==> src/rtl/alu_pkg.sv <==
// Shared types and helpers for the ALU, its opcode decoder and the ALU arbiter.
package alu_pkg;

    localparam int unsigned ALU_W  = 32;
    localparam int unsigned OP_W   = 3;
    localparam int unsigned NPORTS = 2;

    typedef enum logic [OP_W-1:0] {
        OP_AND = 3'b000,
        OP_OR  = 3'b001,
        OP_ADD = 3'b010,
        OP_SUB = 3'b110,
        OP_SLT = 3'b111
    } alu_op_t;

    typedef enum logic {
        IDLE = 1'b0,
        HOLD = 1'b1
    } arb_state_t;

    // True for the five opcodes the ALU implements; 011/100/101 are reserved.
    function automatic bit op_legal(input logic [OP_W-1:0] op);
        case (op)
            OP_AND, OP_OR, OP_ADD, OP_SUB, OP_SLT: return 1'b1;
            default:                               return 1'b0;
        endcase
    endfunction

endpackage

==> src/rtl/alu.sv <==
// Combinational 32-bit ALU; reserved opcodes produce X and must be trapped upstream.
module alu
    import alu_pkg::*;
(
    input  logic [OP_W-1:0]  op,
    input  logic [ALU_W-1:0] a,
    input  logic [ALU_W-1:0] b,
    output logic [ALU_W-1:0] y
);

    // Opcode decode and datapath; SLT is an unsigned compare.
    always_comb begin
        y = 'x;
        case (op)
            OP_AND: y = a & b;
            OP_OR:  y = a | b;
            OP_ADD: y = a + b;
            OP_SUB: y = a - b;
            OP_SLT: y = {{(ALU_W-1){1'b0}}, (a < b)};
            default: y = 'x;
        endcase
    end

endmodule

==> src/rtl/rr_arb2.sv <==
// Two-way grant: a lone requester wins, contention goes round-robin or to port 0.
module rr_arb2 #(
    parameter int unsigned RR_EN = 1
) (
    input  logic [1:0] valid,
    input  logic       rr_last,
    output logic       gnt,
    output logic       gnt_any
);

    // Pick the winning port index.
    always_comb begin
        gnt_any = |valid;
        gnt     = 1'b0;
        if (valid == 2'b11) begin
            gnt = (RR_EN != 0) ? ~rr_last : 1'b0;
        end else begin
            gnt = valid[1] & ~valid[0];
        end
    end

endmodule

==> src/rtl/alu_arbiter.sv <==
// Shares one ALU between two requesters with a single tagged, registered response.
module alu_arbiter
    import alu_pkg::*;
#(
    parameter int unsigned DW    = 32,
    parameter int unsigned RR_EN = 1
) (
    input  logic                   clk,
    input  logic                   reset,
    input  logic [1:0]             req_valid,
    output logic [1:0]             req_ready,
    input  logic [1:0][OP_W-1:0]   req_op,
    input  logic [1:0][DW-1:0]     req_a,
    input  logic [1:0][DW-1:0]     req_b,
    output logic                   rsp_valid,
    input  logic                   rsp_ready,
    output logic                   rsp_id,
    output logic [DW-1:0]          rsp_data,
    output logic                   rsp_err
);

    arb_state_t          state;
    logic                rr_last;
    logic                gnt;
    logic                gnt_any;
    logic                can_accept;
    logic                accept;
    logic [OP_W-1:0]     sel_op;
    logic [DW-1:0]       sel_a;
    logic [DW-1:0]       sel_b;
    logic [DW-1:0]       alu_y;

    rr_arb2 #(.RR_EN(RR_EN)) u_arb (
        .valid   (req_valid),
        .rr_last (rr_last),
        .gnt     (gnt),
        .gnt_any (gnt_any)
    );

    // Operand mux for the granted port feeding the shared ALU.
    always_comb begin
        sel_op = req_op[gnt];
        sel_a  = req_a[gnt];
        sel_b  = req_b[gnt];
    end

    alu u_alu (
        .op (sel_op),
        .a  (sel_a),
        .b  (sel_b),
        .y  (alu_y)
    );

    // Accept when the response slot is empty or retiring this edge; only the winner sees ready.
    always_comb begin
        can_accept = (state == IDLE) || rsp_ready;
        accept     = gnt_any && can_accept && !reset;
        req_ready  = 2'b00;
        if (accept) begin
            req_ready[gnt] = 1'b1;
        end
    end

    // Response register, FSM and fairness pointer.
    always_ff @(posedge clk) begin
        if (reset) begin
            state     <= IDLE;
            rsp_valid <= 1'b0;
            rsp_id    <= 1'b0;
            rsp_data  <= '0;
            rsp_err   <= 1'b0;
            rr_last   <= 1'b1;
        end else if (accept) begin
            state     <= HOLD;
            rsp_valid <= 1'b1;
            rsp_id    <= gnt;
            if (op_legal(sel_op)) begin
                rsp_data <= alu_y;
                rsp_err  <= 1'b0;
            end else begin
                rsp_data <= '0;
                rsp_err  <= 1'b1;
            end
            if (req_valid == 2'b11) begin
                rr_last <= gnt;
            end
        end else if ((state == HOLD) && rsp_ready) begin
            state     <= IDLE;
            rsp_valid <= 1'b0;
        end
    end

endmodule

==> config.mk <==
export PLATFORM = sky130hd
export DESIGN_NAME = alu_arbiter
export DESIGN_NICKNAME = d
export VERILOG_FILES = /design/src/rtl/alu_pkg.sv /design/src/rtl/alu.sv /design/src/rtl/rr_arb2.sv /design/src/rtl/alu_arbiter.sv
export SDC_FILE = /design/constraint.sdc
export NUM_CORES = 1
export LEC_CHECK = 0
export CORE_UTILIZATION = 25
export CTS_CLUSTER_SIZE = 28
export DETAILED_ROUTE_END_ITERATION = 10
export DONT_BUFFER_PORTS = 1
export PLACE_DENSITY_LB_ADDON = 0.3
export SETUP_SLACK_MARGIN = 0.5
export SYNTH_ARGS = -nofsm -noshare
export SYNTH_HDL_FRONTEND = slang
export SYNTH_HIERARCHICAL = 1
export SYNTH_SLANG_ARGS = --single-unit
==> constraint.sdc <==
create_clock -name clk -period 8.9 [get_ports clk]
set_input_delay 1.335 -clock clk [delete_from_list [all_inputs] [get_ports clk]]
set_output_delay 1.335 -clock clk [all_outputs]
set_load 0.005 [all_outputs]
Word level (Yosys, flattened, before mapping)
Cells that the tools add are included.
W data, S select, Z words.

storage, ports and cells
  logic and storage cells = 50
  input port bits = 139
  register bits after elaboration = 36

operators by class
  reductions and logical operators = 11
  $add $sub $neg = 2
  bitwise logic cells = 6
  $lt $le $gt $ge = 3
  mux-type cells = 18
  equal/unequal tests = 5

operator list
  kind                  count
  $mux W32              5
  $pmux W32 S5          1
  $add A32 B32 Y32      1
  $and A32 B32 Y32      1
  $lt A32 B32 Y1        1
  $or A32 B32 Y32       1
  $sub A32 B32 Y32      1
  $mux W1               8
  $eq A3 B3 Y1 const B  2
  $mux W3               2
  $reduce_or A5 Y1      1
  $logic_and A1 B1 Y1   4
  $eq A3 B1 Y1 const B  1
  $eq A3 B2 Y1 const B  1
  $logic_not A3 Y1      1
  $not A1 Y1            3
  $eq A2 B2 Y1 const B  1
  $lt A1 B2 Y1 const B  1
  $mux W2               1
  $reduce_and A2 Y1     1
  $reduce_bool A2 Y1    1
  $reduce_or A2 Y1      1
  $and A1 B1 Y1         1
  $demux W1 S1          1
  3 further kinds       3

Logic depth before layout (Yosys ltp)
Gate-level depths: netlist of run 1.

  depth in word-level cells = 11
  depth in mapped cells = 19

By module
The synthesis of run 1 kept the hierarchy.

modules (own cells, without submodules)
  module       sequential area each (um^2)  cells each  area an instance (um^2)  times used
  alu          0.0                          799         5129.9                   1
  alu_arbiter  720.7                        200         2144.6                   1
  rr_arb2      0.0                          2           13.8                     1

Worst setup path before layout of run 1
No wires, ideal clock.

  path type = in2reg
  start = in req_valid[1]
  end = reg rsp_data[31]
  path slack = 3958 ps
  stages on the path = 18
  arrival time = 4828 ps
  cell sequence = a21boi_0 buf_6 buf_2 buf_2 mux2_2 inv_1 ha_1 buf_6 or3_4 or4_4 o32a_1 o31ai_2 a31oi_1 o211ai_2 xnor2_1 a221o_1 mux2i_1 nor2_1

on the way
  elaborated cells between the ends (all ways) = 27
  those cells by class = 2 x add/sub; 5 x eq/ne; 12 x mux; 3 x bitwise; 5 x reduce/logical

RTL lines
  element                                                      RTL line                      RTL
  start: declaration                                           alu_arbiter.sv:10             input logic [1:0] req_valid,
  $eq A2 B2 Y1 / $and A1 B1 Y1 (equally long branches)         rr_arb2.sv:15, rr_arb2.sv:18
  $mux W1 *                                                    rr_arb2.sv:15                 if (valid == 2'b11) begin
  $mux W32 (not written as such) * (2 in series)               alu_arbiter.sv:44             sel_b = req_b[gnt];
  net sel_b[18]                                                alu_arbiter.sv:30             logic [DW-1:0] sel_b;
  $sub A32 B32 Y32 / $add A32 B32 Y32 (equally long branches)  alu.sv:18, alu.sv:17
  $pmux W32 S5 *                                               alu.sv:14                     case (op)
  net alu_y[31]                                                alu_arbiter.sv:31             logic [DW-1:0] alu_y;
  $mux W32 *                                                   alu_arbiter.sv:77             if (op_legal(sel_op)) begin
  end signal: assignment                                       alu_arbiter.sv:78             rsp_data <= alu_y;
  end: declaration                                             alu_arbiter.sv:18             output logic [DW-1:0] rsp_data,

Mark *: on every way through the listed nets, which the timed path passes. The rest lies on a longest branch. The select of a mux whose other input is x is not followed.
A chain may end at the register's enable or synchronous reset.

Final worst setup path of run 1
  start = in req_valid[1]
  end = reg rsp_data[24]

The elaborated chain is that of the path after synthesis.

==> metrics.txt, run 1 <==
outcome=finished, final reports clean; Post-Synth XOR/XNOR Area=3.97%; Placed Area=7550 um^2; Synth Area in Compound Gates=25.9%; EDFF count, synth=0; largest family of logic cells by synthesized area=compound AO/OA/AOI/OAI gates; RSZ-0062 raised after global routing=no; post-synth cell types=77; setup slack at placement=3450 ps; Int Power=0.555 mW; clk root buf=clkbuf_16; LEAKAGE=3.32 nW; initial cell density of the core=25.4%; Crit. End Element=register; Max Fclk=194 MHz; IO buf count=0; Power, Total=1.06 mW; Detail Route Antenna Nets=0; relative slew slack=29.4%; Setup-failing EPs final=0; worst vdd ir=0.0663 mV; GR Overflow Total=0; core area=28700 um^2; CP cell instances=a21boi_4 -> buf_4 -> mux2_2 -> inv_1 -> ha_1 -> or3_4 -> nor4_1 -> nand4_1 -> a311o_1 -> nand4_1 -> o221ai_1 -> xnor2_1 -> nor2_1 -> o32a_1 -> mux2i_1 -> nor2_1; Design Area, Final=7720 um^2; syn nets=1247; # diodes=0; fin cells=1339; max-slew violations=0; Rows=62; CTS clk-pin slew, worst paths=60 ps; Longest Clk Path Bufs=2; HP Class=register to register; CP max stage cell=nor4_1; Startpoint Class=input port; first-pass GRT wire length=38900 um; Post-CTS Setup Inserts=0; asr flop ratio synth=0%; post-layout util=26.9%; WL per Instance=18.9 um; Gate power share=61.4%; Chip Width=173 um; post-route minimum period=5160 ps; share of the synthesized area in the top cell type=18.0%; Post-Syn Area per Cell=7.28 um^2; mux cell area share after synthesis=15.9%; post-synthesis adder-cell area fraction=18.6%; vias in the first global route=6784; Post-CTS Resized=0; post-synthesis cell area=7290 um^2; placed insts=1331; Initial DRC Count=417; Post-Route WL=25300 um; Max-Cap Viols=0; worst slew pin tran=1060 ps; H-tree depth=2; predominant post-synthesis flop cell=dfxtp_1; top post-synthesis cells by area=ha_1 (18%), mux2_2 (10%), dfxtp_1 (9.9%); final setup margin=3740 ps; GRT Overall Usage=16.6%; Yosys warning count=6; Hold-fix buffers, CTS=0; Post-DP HPWL=19800 um; net switching power=0.509 mW; worst stage delay on the critical path=530 ps; Sw Share=47.8%; drt first pass iters=5; Final period util=58.0%; Worst-Skew Late Latency=310 ps; pwr dens=138 nW/um^2; Die Area=29800 um^2; setup TNS=0 ps; Hold WS=529 ps; die height=173 um; Hold Fails Final Rpt=0; CP max FO=36; Worst EP required=9080 ps; Gate Count Post-Synth=1001; Critical Path AT=5340 ps; initial antenna violation count=0; fraction of layout cells with a size suffix above 1=10.8%; WS Path Type=input port to register; largest net degree at the start of global routing=50; total number of vias=7065; post-DR vias/cell=5.28; Seq/Total Area, Yosys=9.89%; Num CTS Buffers=5; simple-gate portion of the synthesized area=16.9%; # IOs=176; clock power share=20.7%; Fillers=3162; TritonCTS clock tree=yes; Area Overhead vs Synth=5.87%; nets@finish=1200; DRC=0; power share of the sequential group=17.9%; CTS sink cnt=36; post-synth top area cell=ha_1; gpl congestion=0.935; Worst Skew=9.58 ps; Synth Register Bits=36
==> final cells by class <==
type,instances,area [um^2],area share (%)
flip-flops and latches,36,721,9.34
well taps,384,480,6.23
multi-input cells,807,5940,77.0
clock buffers,5,125,1.62
inverters,99,372,4.82
clock inverters,3,42.5,0.551
repair buffers,5,37.5,0.486
==> per-layer routing <==
| layer | vias up | track usage [%] | wire length, um |
|---|---|---|---|
| met5 | - | 0 | 0 |
| met4 | 0 | 4.90 | 552 |
| met3 | 38 | 3.03 | 1700 |
| met2 | 291 | 27.6 | 11600 |
| met1 | 3299 | 21.6 | 11500 |
| li1 | 3437 | - | - |
==> logic make-up after synthesis <==
family                   after synthesis
AO/OA/AOI/OAI                        289
AND/OR/NAND/NOR                      271
buffers and inverters                158
multiplexers                         107
adder cells (fa/ha/maj)              107
flip-flops                            36
XOR/XNOR                              33
==> cells in the final DEF, fill, tap and decap left out, drive strengths merged, types with 28 or more instances in the layout <==
cell type    n
a21oi       93
dfxtp       36
ha         105
inv         98
mux2        67
mux2i       40
nand2       67
nor2       119
o21ai       54
xnor2       28
==> power by group through the flow <==
stage	sequential (mW)	combinational, mW	clock (mW)
5_1_grt	0.193	0.721	0.234
6_report	0.191	0.653	0.220
2_1_floorplan	0.188	0.498	0
4_1_cts	0.192	0.650	0.228
3_5_place_dp	0.196	0.645	0
3_3_place_gp	0.195	0.646	0
==> path summary, 6_finish.rpt <==
path / startpoint / endpoint / slack (ps) / cells after the start
worst min-delay path: rsp_data[26] / rsp_data[26] / 530 / 2
worst min register to register: rsp_data[26] / rsp_data[26] / 530 / 2
worst max register to register: rr_last / rsp_data[24] / 4430 / 16
worst max-delay path: req_valid[1] / rsp_data[24] / 3740 / 16
==> worst max-delay path, delay by kind of cell <==
kind,cells,cell delay (ps)
adder cells (fa/ha/maj),1,320
buffers and inverters,2,480
multiplexers,2,550
AO/OA/AOI/OAI,4,1020
AND/OR/NAND/NOR,6,1420
XOR/XNOR,1,180
==> registers in the layout, summed over array words and instances, names as in the netlist <==
name and cells:
rr_last 1, rsp_data 32, rsp_err 1, rsp_id 1, state 1
==> cell usage after synthesis (all sizes together), types with 9 or more instances <==
cell type / number
nor3: 15
a31oi: 20
nor2: 119
xnor2: 28
o31ai: 15
clkbuf: 38
ha: 105
a21oi: 93
o221ai: 9
a211oi: 14
a21o: 9
mux2: 67
o211ai: 9
inv: 98
nand2: 67
nand3: 18
dfxtp: 36
buf: 21
mux2i: 40
o21ai: 54
No activity file was read; power rests on OpenSTA's default activity.
==> run 2, diff against run 1 <==
Clock period 8.9 ns to 4.3 ns, I/O delays scaled along.
==> metrics.txt, run 2 (synthesized netlist as in run 1, its figures left out) <==
Gate power share=67.6% (+6.2 points); post-layout util=33.0% (+6.1 points); post-DR vias/cell=5.19 (-1.5%); outcome=finished, final reports clean; Detail Route Antenna Nets=0 (unchanged); # IOs=176 (unchanged); commonest non-fill, non-tap cell in the layout=nor2_1; H-tree depth=2 (unchanged); GR Overflow Total=0 (unchanged); relative slew slack=63.7% (+34 points); pwr dens=280 nW/um^2 (+100%); Worst EP required=4470 ps (-4610 ps); CTS clk-pin slew, worst paths=70 ps (about the same); Crit. End Element=register; Die Area=29800 um^2 (unchanged); Biggest register=rsp_data; die height=173 um (unchanged); post-route minimum period=3810 ps; Post-Route WL=28100 um (+11%); GRT Overall Usage=17.9% (+1.4 points); setup slack, reg-to-reg=520 ps (-3910 ps); commonest cells after routing, fill and taps aside=nor2_1 (111), buf_4 (110), ha_1 (88), inv_1 (83), a21oi_1 (76); setup slack at placement=-197 ps (-3650 ps); Chip Width=173 um (unchanged); WL per Instance=19.3 um (+1.8%); total number of vias=7595 (+7.5%); power share of the sequential group=14.9% (-3.0 points); DRC=0 (unchanged); IO buf count=0 (unchanged); Hold WS=406 ps (-123 ps); Setup-failing EPs final=0 (unchanged); largest net degree at the start of global routing=35 (-30%); Area Overhead vs Synth=30.0%; worst hold path depth=1 (-1); core area=28700 um^2 (unchanged); clk root buf=clkbuf_16; setup TNS=0 ps (unchanged); worst vdd ir=0.144 mV (+120%); Int Power=1.42 mW (+160%); Post-DP HPWL=21200 um (+7.0%); Worst Skew=9.27 ps (-0.310 ps); Max Fclk=263 MHz; # diodes=0 (unchanged); drt first pass iters=5 (unchanged); net switching power=1.22 mW (+140%); WS Path Type=input port to register; Critical Path AT=3980 ps (-1360 ps); HP Class=input port to register; fraction of layout cells with a size suffix above 1=30.1% (+19 points); TritonCTS clock tree=yes; gpl congestion=0.918 (-1.8%); Sw Share=46.2% (-1.6 points); final setup margin=492 ps (-3250 ps); initial antenna violation count=0 (unchanged); number of flip-flops in the largest register=32 (unchanged); Final period util=88.6%; Max-Cap Viols=0 (unchanged); LEAKAGE=4.09 nW (+23%); RSZ-0062 raised after global routing=yes; first-pass GRT wire length=42000 um (+7.9%); Worst-Skew Late Latency=310 ps (about the same); initial cell density of the core=25.4% (unchanged); CP max FO=11 (-69%); Startpoint Class=input port; nets@finish=1323 (+10%); Num CTS Buffers=5 (unchanged); max-slew violations=0 (unchanged); worst slew pin tran=540 ps (-517 ps); worst r2r path cells=19 (+3); Initial DRC Count=473 (+13%); Longest Clk Path Bufs=2 (unchanged); Hold Fails Final Rpt=0 (unchanged); Rows=62 (unchanged); clock power share=17.6% (-3.1 points); CTS sink cnt=36 (unchanged); vias in the first global route=7279 (+7.3%)
[run 2: changes by cell type in the layout (fill, tap and decap cells not counted), sizes merged]
cell	change
buf	+120
clkbuf	+4
clkinvlp	-1
[run 2: final cells by class]
type	instances	area, um^2
well taps	384	480
fillers	3069	19200
flip-flops and latches	36	722
multi-input cells	807	6590
clock buffers	6	129
inverters	99	377
clock inverters	2	35.0
repair buffers	128	1140
[run 2: final timing paths]
path | startpoint | to
worst max-delay path | req_valid[1] | rsp_data[24]
worst min-delay path | reset | state
worst max register to register | rr_last | rsp_data[24]
worst min register to register | rr_last | rr_last
[run 2: repair_timing]
| action | in CTS | in global routing |
|---|---|---|
| endpoints found under the hold margin | 0 | 0 |
| gates cloned | 2 | 3 |
| endpoints found under the setup margin | 18 | 21 |
| gates resized for setup | 48 | 110 |
| setup buffers | 8 | 24 |
| pin swaps | 16 | 48 |
| hold buffers | 0 | 0 |
[run 2: metal layers]
layer	share of wire [%]	up-vias	global-route usage [%]
li1	-	3681	-
met5	0	-	0
met4	2.7	0	5.64
met2	46	283	29.2
met3	5.7	45	2.79
met1	46	3586	24.2
[run 2: power groups by stage]
| stage | sequential (mW) | combinational, mW | clock [mW] |
|---|---|---|---|
| final | 0.393 | 1.79 | 0.466 |
| after global routing | 0.397 | 1.94 | 0.489 |
| after CTS | 0.394 | 1.60 | 0.478 |
| after detailed placement | 0.402 | 1.51 | 0 |
| after global placement | 0.401 | 1.51 | 0 |
| after floorplan | 0.390 | 1.05 | 0 |
[run 2: stage by stage]
step           power, mW  area, um^2  cells
2_1_floorplan       1.44        7380   1001
3_3_place_gp        1.91        8280   1417
3_5_place_dp        1.91        8280   1417
4_1_cts             2.47        8790   1435
5_1_grt             2.83        9470   1462
6_report            2.65        9470   1462
[run 2: worst max-delay path, cell delays in order]
cell,delay (ps)
a21boi_4,210
buf_4,170
buf_16,150
mux2_2,370
inv_1,110
ha_4,180
buf_4,150
nor2_1,60
buf_4,150
or4_1,450
o21ai_0,160
a311o_1,280
nand4_1,130
o221ai_2,100
xnor2_1,140
nor2_1,50
o32a_1,280
mux2i_1,130
nor2_1,60
==> run 3, diff against run 2 <==
Settings changed: BUFFER_PORTS_ARGS from default to -buffer_cell sky130_fd_sc_hd__buf_2, DONT_BUFFER_PORTS 1 to default.
==> metrics.txt, run 3 (synthesized netlist as in run 1, its figures left out) <==
outcome=finished, final reports clean; GRT Overall Usage=18.3% (+0.41 points); total number of vias=8214 (+8.2%); H-tree depth=2 (unchanged); post-route minimum period=3840 ps (+27.7 ps); DRC=0 (unchanged); GR Overflow Total=0 (unchanged); drt first pass iters=7 (+2); nets@finish=1503 (+14%); LEAKAGE=4.87 nW (+19%); post-DR vias/cell=5.01 (-3.6%); fraction of layout cells with a size suffix above 1=41.6% (+12 points); Rows=62 (unchanged); Setup-failing EPs final=0 (unchanged); Fillers=3033 (-1.2%); die height=173 um (unchanged); Worst-Skew Late Latency=300 ps (about the same); commonest non-fill, non-tap cell in the layout=buf_2; Longest Clk Path Bufs=2 (unchanged); commonest cells after routing, fill and taps aside=buf_2 (173), buf_4 (114), nor2_1 (107), a21oi_1 (77), ha_1 (77); CP max FO=12 (+1); fin cells=1641 (+12%); Max Fclk=261 MHz (-0.72%); WL per Instance=17.0 um (-12%); met3 usage=2.42% (-0.37 points); Die Area=29800 um^2 (unchanged); initial cell density of the core=25.4% (unchanged); Detail Route Antenna Nets=0 (unchanged); Num CTS Buffers=5 (unchanged); Placed Area=9220 um^2 (+11%); Area Overhead vs Synth=44.6%; Worst Skew=6.53 ps (-2.73 ps); max-slew violations=0 (unchanged); Hold-fix buffers, CTS=0 (unchanged); Power, Total=2.70 mW (+2.0%); # diodes=0 (unchanged); CTS clk-pin slew, worst paths=60 ps (about the same); CTS sink cnt=36 (unchanged); Crit. End Element=register; Post-DP HPWL=21500 um (+1.6%); GRT met1 Usage=24.3% (+0.19 points); worst slew pin tran=508 ps (-31.6 ps); worst stage delay on the critical path=460 ps (about the same); met2 Use GR=31.0% (+1.8 points); Critical Path AT=4010 ps (+30 ps); Bufs and invs on worst path=5 (unchanged); Chip Width=173 um (unchanged); relative slew slack=66.0% (+2.3 points); placed insts=1599 (+13%); pwr dens=256 nW/um^2 (-8.3%); clk root buf=clkbuf_16; critical path depth=18 (-1); Startpoint Class=input port; # IOs=176 (unchanged); first-pass GRT wire length=43700 um (+4.0%); CP cell instances=buf_6 -> a21boi_4 -> buf_12 -> buf_16 -> mux2_2 -> inv_2 -> ha_4 -> or3_4 -> or4_4 -> o32a_1 -> o31ai_4 -> buf_4 -> nand2_1 -> a31oi_2 -> xnor2_1 -> o221ai_1 -> mux2i_1 -> nor2_1; Max-Cap Viols=0 (unchanged); IO buf count=175 (+175); vias in the first global route=7978 (+9.6%); Worst EP required=4470 ps (about the same); Initial DRC Count=435 (-8.0%); TritonCTS clock tree=yes; largest net degree at the start of global routing=38 (+8.6%); worst hold path depth=2 (+1); worst vdd ir=0.147 mV (+2.0%); CP max stage cell=or4_4; Post-Route WL=27900 um (-0.77%); WS Path Type=input port to register; core area=28700 um^2 (unchanged); Top Usage Layer GRT=met2; gpl congestion=0.915 (-0.28%); HP Class=register to register; Hold Fails Final Rpt=0 (unchanged); worst r2r path cells=17 (-2); Final period util=89.2% (+0.64 points); Crit path max-delay family=simple AND/OR/NAND/NOR gates; initial antenna violation count=0 (unchanged); RSZ-0062 raised after global routing=yes; Biggest register=rsp_data; number of flip-flops in the largest register=32 (unchanged); Design Area, Final=10500 um^2 (+11%)
==> run 3: cell count changes in the layout (fill, tap and decap cells not counted), moves of 5 or more <==
cell	change
buf_2	+173
ha_1	-11
mux2_2	-8
mux2_4	+8
inv_1	-7
ha_4	+6
ha_2	+5
==> run 3: power by group <==
part,switching [mW],total (mW),internal [mW]
combinational,1.05,1.93,0.884
sequential,0.0182,0.383,0.365
clock,0.172,0.384,0.212
==> run 3: area by class of cell <==
type,instances,area [um^2],share of cell area [%]
multi-input combinational,807,6750,64.1
timing repair buffer,308,2070,19.6
sequential,36,721,6.84
tap,384,480,4.56
inverter,99,384,3.65
clock buffer,6,129,1.22
clock inverter,1,5.00,0.0475
==> run 3: what timing repair did <==
| item | in CTS | in global routing |
|---|---|---|
| pin swaps | 37 | 50 |
| gates cloned | 2 | 0 |
| buffers inserted | 18 | 15 |
| endpoints found under the setup margin | 19 | 24 |
| resized for setup | 117 | 92 |
==> run 3: path summary, 6_finish.rpt <==
check / slack, ps / to / from
worst max-delay path: 460 / rsp_data[23] / req_valid[1]
worst min register to register: 490 / rsp_data[14] / rsp_data[14]
worst min-delay path: 490 / rsp_data[14] / rsp_data[14]
worst max register to register: 550 / rsp_data[23] / rr_last
==> run 3: through the flow <==
step           util [%]  worst slack [ps]  TNS, ps  hold slack [ps]
2_1_floorplan         -               361        0              469
5_1_grt            36.7               282        0              541
3_3_place_gp       32.1             -47.9    -49.8              475
6_report           36.7               464        0              495
3_5_place_dp       32.1             -67.0     -222              483
4_1_cts            35.0               406        0              500
==> run 3: worst reg2reg max path, cell delays in order (launching register included) <==
cell and delay, ps:
dfxtp_1 340, a21boi_4 180, buf_12 130, buf_16 140, mux2_2 380, inv_2 80, ha_4 220, or3_4 420
or4_4 460, o32a_1 240, o31ai_4 100, buf_4 170, nand2_1 60, a31oi_2 220, xnor2_1 150, o221ai_1 140
mux2i_1 140, nor2_1 50
==> run 3: metal layers <==
metal  wire (um)  part of all wire [%]
met1       12900                    46
met2       13200                    47
met3        1360                   4.9
met4         471                   1.7
met5           0                     0
